$ cat src/rtl/lsu_axi_master.sv
// AXI4-Lite initiator for a single-outstanding core load/store port; read response lands 3 cycles after accept at best.
// Core is held off (req_ready_o low) from accept until the response pulse; optional per-handshake timeout aborts to an error response.
module lsu_axi_master #(
  parameter int ADDR_W  = 32,
  parameter int DATA_W  = 32,
  parameter int TIMEOUT = 0
) (
  input  logic                clk_i,
  input  logic                rst_i,
  input  logic                req_valid_i,
  output logic                req_ready_o,
  input  logic                req_wen_i,
  input  logic [ADDR_W-1:0]   req_addr_i,
  input  logic [DATA_W-1:0]   req_wdata_i,
  input  logic [DATA_W/8-1:0] req_wstrb_i,
  output logic                resp_valid_o,
  output logic [DATA_W-1:0]   resp_rdata_o,
  output logic                resp_err_o,
  output logic [ADDR_W-1:0]   araddr_o,
  output logic                arvalid_o,
  input  logic                arready_i,
  input  logic [DATA_W-1:0]   rdata_i,
  input  logic [1:0]          rresp_i,
  input  logic                rvalid_i,
  output logic                rready_o,
  output logic [ADDR_W-1:0]   awaddr_o,
  output logic                awvalid_o,
  input  logic                awready_i,
  output logic [DATA_W-1:0]   wdata_o,
  output logic [DATA_W/8-1:0] wstrb_o,
  output logic                wvalid_o,
  input  logic                wready_i,
  input  logic [1:0]          bresp_i,
  input  logic                bvalid_i,
  output logic                bready_o
);
  localparam int STRB_W = DATA_W / 8;
  localparam int CNT_W  = (TIMEOUT > 0) ? $clog2(TIMEOUT + 1) : 1;
  localparam bit TO_EN  = (TIMEOUT > 0);
  localparam logic [CNT_W-1:0] TO_LAST = CNT_W'((TIMEOUT > 0) ? TIMEOUT - 1 : 0);

  typedef enum logic [2:0] {
    S_IDLE, S_RD_ADDR, S_RD_DATA, S_WR_REQ, S_WR_RESP, S_RESP
  } state_t;

  state_t              state_q, state_d;
  logic [ADDR_W-1:0]   addr_q, addr_d;
  logic [DATA_W-1:0]   wdata_q, wdata_d;
  logic [STRB_W-1:0]   wstrb_q, wstrb_d;
  logic                aw_done_q, aw_done_d;
  logic                w_done_q, w_done_d;
  logic [DATA_W-1:0]   rdata_q, rdata_d;
  logic                err_q, err_d;
  logic [CNT_W-1:0]    cnt_q, cnt_d;
  logic                wait_st;
  logic                to_hit;

  always_ff @(posedge clk_i) begin
    if (rst_i) begin
      state_q   <= S_IDLE;
      addr_q    <= '0;
      wdata_q   <= '0;
      wstrb_q   <= '0;
      aw_done_q <= 1'b0;
      w_done_q  <= 1'b0;
      rdata_q   <= '0;
      err_q     <= 1'b0;
      cnt_q     <= '0;
    end else begin
      state_q   <= state_d;
      addr_q    <= addr_d;
      wdata_q   <= wdata_d;
      wstrb_q   <= wstrb_d;
      aw_done_q <= aw_done_d;
      w_done_q  <= w_done_d;
      rdata_q   <= rdata_d;
      err_q     <= err_d;
      cnt_q     <= cnt_d;
    end
  end

  always_comb begin
    state_d   = state_q;
    addr_d    = addr_q;
    wdata_d   = wdata_q;
    wstrb_d   = wstrb_q;
    aw_done_d = aw_done_q;
    w_done_d  = w_done_q;
    rdata_d   = rdata_q;
    err_d     = err_q;
    to_hit    = 1'b0;
    wait_st   = (state_q inside {S_RD_ADDR, S_RD_DATA, S_WR_REQ, S_WR_RESP});
    case (state_q)
      S_IDLE: if (req_valid_i) begin
        addr_d    = req_addr_i;
        wdata_d   = req_wdata_i;
        wstrb_d   = req_wstrb_i;
        aw_done_d = 1'b0;
        w_done_d  = 1'b0;
        rdata_d   = '0;
        err_d     = 1'b0;
        state_d   = req_wen_i ? S_WR_REQ : S_RD_ADDR;
      end
      S_RD_ADDR: if (arready_i) state_d = S_RD_DATA;
      S_RD_DATA: if (rvalid_i) begin
        rdata_d = rdata_i;
        err_d   = (rresp_i != 2'b00);
        state_d = S_RESP;
      end
      S_WR_REQ: begin
        aw_done_d = aw_done_q | awready_i;
        w_done_d  = w_done_q | wready_i;
        if (aw_done_d && w_done_d) state_d = S_WR_RESP;
      end
      S_WR_RESP: if (bvalid_i) begin
        rdata_d = '0;
        err_d   = (bresp_i != 2'b00);
        state_d = S_RESP;
      end
      S_RESP:  state_d = S_IDLE;
      default: state_d = S_IDLE;
    endcase
    // A handshake completing on the deadline cycle wins over the abort.
    if (TO_EN && wait_st && (state_d == state_q) && (cnt_q == TO_LAST)) begin
      to_hit  = 1'b1;
      rdata_d = '0;
      err_d   = 1'b1;
      state_d = S_RESP;
    end
    if (state_d != state_q) cnt_d = '0;
    else if (wait_st)       cnt_d = cnt_q + CNT_W'(1);
    else                    cnt_d = '0;
  end

  always_comb begin
    req_ready_o  = (state_q == S_IDLE);
    arvalid_o    = (state_q == S_RD_ADDR);
    rready_o     = (state_q == S_RD_DATA);
    awvalid_o    = (state_q == S_WR_REQ) && !aw_done_q;
    wvalid_o     = (state_q == S_WR_REQ) && !w_done_q;
    bready_o     = (state_q == S_WR_RESP);
    resp_valid_o = (state_q == S_RESP);
    resp_rdata_o = (state_q == S_RESP) ? rdata_q : '0;
    resp_err_o   = (state_q == S_RESP) && err_q;
    araddr_o     = addr_q;
    awaddr_o     = addr_q;
    wdata_o      = wdata_q;
    wstrb_o      = wstrb_q;
  end

`ifndef __SYNTHESIS__
  a_ar_hold: assert property (@(posedge clk_i) disable iff (rst_i)
    (arvalid_o && !arready_i && !to_hit) |=> (arvalid_o && $stable(araddr_o)));
  a_aw_hold: assert property (@(posedge clk_i) disable iff (rst_i)
    (awvalid_o && !awready_i && !to_hit) |=> (awvalid_o && $stable(awaddr_o)));
  a_w_hold: assert property (@(posedge clk_i) disable iff (rst_i)
    (wvalid_o && !wready_i && !to_hit) |=> (wvalid_o && $stable(wdata_o) && $stable(wstrb_o)));
`endif
endmodule

$ cat config.mk
export PLATFORM = sky130hd
export DESIGN_NAME = lsu_axi_master
export DESIGN_NICKNAME = d
export VERILOG_FILES = /design/src/rtl/lsu_axi_master.sv
export SDC_FILE = /design/constraint.sdc
export NUM_CORES = 1
export LEC_CHECK = 0
export BUFFER_PORTS_ARGS = -buffer_cell sky130_fd_sc_hd__buf_4
export CORE_MARGIN = 3
export CORE_UTILIZATION = 47
export DETAILED_ROUTE_END_ITERATION = 10
export MAX_ROUTING_LAYER = met4
export PLACE_DENSITY = 0.86
export SYNTH_ARGS = -nofsm -noshare
export SYNTH_HDL_FRONTEND = slang
export SYNTH_SLANG_ARGS = --single-unit
$ cat constraint.sdc
create_clock -name clk_i -period 2.9 [get_ports clk_i]
set_input_delay 0.145 -clock clk_i [delete_from_list [all_inputs] [get_ports clk_i]]
set_output_delay 0.145 -clock clk_i [all_outputs]
set_load 0.05 [all_outputs]
==> impl_metrics.py <==
metrics = {
    "status": {
        "status": "finished clean",
    },
    "cts": {
        "cts_tree": "done",
        "clock_sinks": 106,
        "htreeDepth": 3,
        "cts_made_buffers": 9,
        "clk_pin_slew_ns": 0.11,
        "cts_resized": 0,
        "clock-root-buffer": "clkbuf_8",
        "clock_path_buffers": 2,
        "insertion_delay_ns": 0.36,
    },
    "worst_setup_path": {
        "path_class": "register to register",
        "crit_path_start_kind": "register",
        "worst_setup_path_end_kind": "register",
        "worstPathMaxFanout": 35,
        "crit_family": "compound AO/OA/AOI/OAI gates",
        "path_buf_inv": 0,
        "cp_cell_sequence": "and2b_4 > o2bb2ai_2 > a21oi_4 > a22o_1",
        "cp_slowest_cell": "a21oi_4",
        "max_stage_delay_ns": 0.67,
        "required_ns": 3.20,
        "worstPathArrival_ns": 2.47,
    },
    "layout": {
        "layout.nets": 832,
        "fillerInstances": 598,
        "antenna-diode-count": 0,
        "multi_input_area_um2": 1648,
        "drive_gt1_share_pct": 38.81,
        "syn_to_final_growth_pct": 51.14,
        "ff_latch_area_um2": 2122,
        "design_area_um2": 6386,
    },
    "pwr": {
        "p_leak_nw": 3.085,
        "p_per_area_nw_per_um2": 855.3,
        "ir_drop_mv": 0.4008,
    },
    "route": {
        "finalWirelength_mm": 13.62,
        "initialDrtViolationCount": 123,
        "wire_per_inst_um": 16.43,
        "dr_total_vias": 4257,
        "drc": 0,
        "vias_per_cell": 5.135,
        "detail-route-antenna-nets": 0,
        "firstDrtPassIters": 4,
    },
    "sta": {
        "tns_ns": 0,
        "post-route-period-util_pct": 74.81,
        "fmax_ghz": 0.4609,
        "slew_viol_final": 0,
        "setup_viol": 0,
        "rsz0062_at_grt": "false",
        "finalHoldViolCount": 0,
        "layout_min_cycle_time_ns": 2.170,
        "worst_pin_slew_ns": 0.8029,
        "clock_skew_ns": 0.01404,
        "relSlewSlack_pct": 46.36,
    },
    "floorplanning": {
        "initial_core_util_pct": 49.92,
        "num_io_pins": 253,
        "chipHeight_um": 100.8,
        "fp-row-count": 33,
        "die_w_um": 100.8,
        "fp.coreArea_um2": 8464,
        "die_area_um2": 10160,
    },
    "synth": {
        "synth.top_cells.by_area": "dfxtp_1, nand2_1, a21oi_1, a22o_1, buf_4",
        "yosys-top-cells-count": "nand2_1, dfxtp_1, a21oi_1",
        "yosysWarningCount": 0,
        "ys.flop_type": "dfxtp_1",
        "synth_most_common_cell": "nand2_1",
        "syn_area_um2": 4225,
        "yosysSeqAreaShare_pct": 50.22,
        "yosysTopAreaCell": "dfxtp_1",
        "synthArstFlopShare_pct": 0,
        "synth.distinct_cells": 28,
        "synth_edf_count": 0,
        "netlist_instances": 491,
        "yosysTopAreaCellShare_pct": 50.22,
        "synth.ff_latch_count": 106,
        "synth_nets": 604,
        "avgSynthCellArea_um2": 8.606,
    },
    "placement": {
        "postPlaceCellArea_um2": 5843,
        "gp_congestion": 0.8087,
        "dp_hpwl_mm": 9.206,
        "port_buffers": 252,
    },
    "run": {
        "maxCapViolations": 0,
    },
    "global_routing": {
        "track_usage_pct": 25.91,
        "grt_pass1_vias": 4122,
        "grt_pass1_wl_mm": 20.23,
        "gr-total-overflow": 0,
        "grt_max_degree": 78,
        "antenna_found_initial": 0,
    },
    "min_path": {
        "holdCritPathClass": "input port to register",
    },
}
==> worst min-delay path, stage by stage <==
cell and delay, ns:
buf_4 0.11, nand2_1 0.04, a21oi_1 0.05
==> final cells by class <==
cell class              count  share of cell area (%)
flip-flops and latches    106                   33.23
well taps                 105                   2.057
multi-input cells         312                   25.80
clock buffers               9                   1.940
repair buffers            288                   35.31
clock inverters             7                   1.548
inverters                   2                  0.1176
==> worst paths after layout <==
kind	from	end	slack [ns]	depth (start not counted)
max reg2reg	state_q[1]$_SDFFE_PP0P_	rdata_q[15]$_SDFFE_PP0P_	0.73	4
min	req_wdata_i[26]	wdata_o[26]$_SDFFE_PP0P_	0.01	3
max	state_q[1]$_SDFFE_PP0P_	rdata_q[15]$_SDFFE_PP0P_	0.73	4
min reg2reg	wdata_o[13]$_SDFFE_PP0P_	wdata_o[13]$_SDFFE_PP0P_	0.46	2
==> metal layers <==
metal / GRT usage, % / vias to the layer above / share of wire, %
met4: 13.16 / 0 / 3.9
met2: 44.10 / 204 / 51
met5: - / - / 0
li1: - / 2062 / -
met1: 28.32 / 1947 / 37
met3: 5.744 / 44 / 8.5
==> metrics by stage <==
step           power [W]  setup WS (ns)  instances  hold slack (ns)  utilization [%]
2_1_floorplan   0.003838         0.5532        491           0.2705                -
4_1_cts         0.005477         0.7803        826         0.001655            75.09
6_report        0.005462         0.7304        829          0.01440            75.45
3_5_place_dp    0.004456         0.7933        781           0.3583            69.03
3_3_place_gp    0.004398         0.8875        781           0.3542            69.03
5_1_grt         0.005726         0.6034        829         0.008640            75.45
==> cells by family after synthesis <==
kind of cell    count (synthesis)  synth area share [%]
compound gates                115                 17.35
buf+inv                        73                 11.08
flops                         106                 50.22
mux                             2                0.4738
simple gates                  195                 20.88
==> state kept, by name (all words and copies together), names as in the netlist <==
signal,cells
wstrb_o,4
wdata_o,32
rdata_q,32
w_done_q,1
state_q,3
err_q,1
araddr_o,32
aw_done_q,1
==> power by group <==
| group | total (W) | switching, W | internal, W |
|---|---|---|---|
| clock | 0.00100 | 0.000509 | 0.000494 |
| sequential | 0.00189 | 0.000194 | 0.00170 |
| combinational | 0.00257 | 0.00179 | 0.000774 |
| total | 0.00546 | 0.00249 | 0.00297 |
==> placed cells by master (no fill, tap or decap), types with 2 or more instances in the layout <==
cell | netlist | layout
nor2_1 | 12 | 12
o21ai_0 | 3 | 3
mux2i_1 | 2 | 2
nand2_1 | 137 | 136
and3_1 | 33 | 33
a21oi_1 | 72 | 72
a22o_1 | 33 | 33
nand2b_1 | 3 | 3
a22oi_1 | 3 | 3
dlygate4sd3_1 | 0 | 32
clkbuf_8 | 0 | 9
inv_6 | 0 | 3
dfxtp_1 | 106 | 106
inv_1 | 2 | 2
buf_4 | 33 | 255
bufinv_16 | 0 | 2
==> timing repair <==
item	4_1_cts	5_1_grt
hold buffers	29	3
buffers inserted	0	0
hold endpoints to repair	29	3
(Power assumes the default switching activity.)
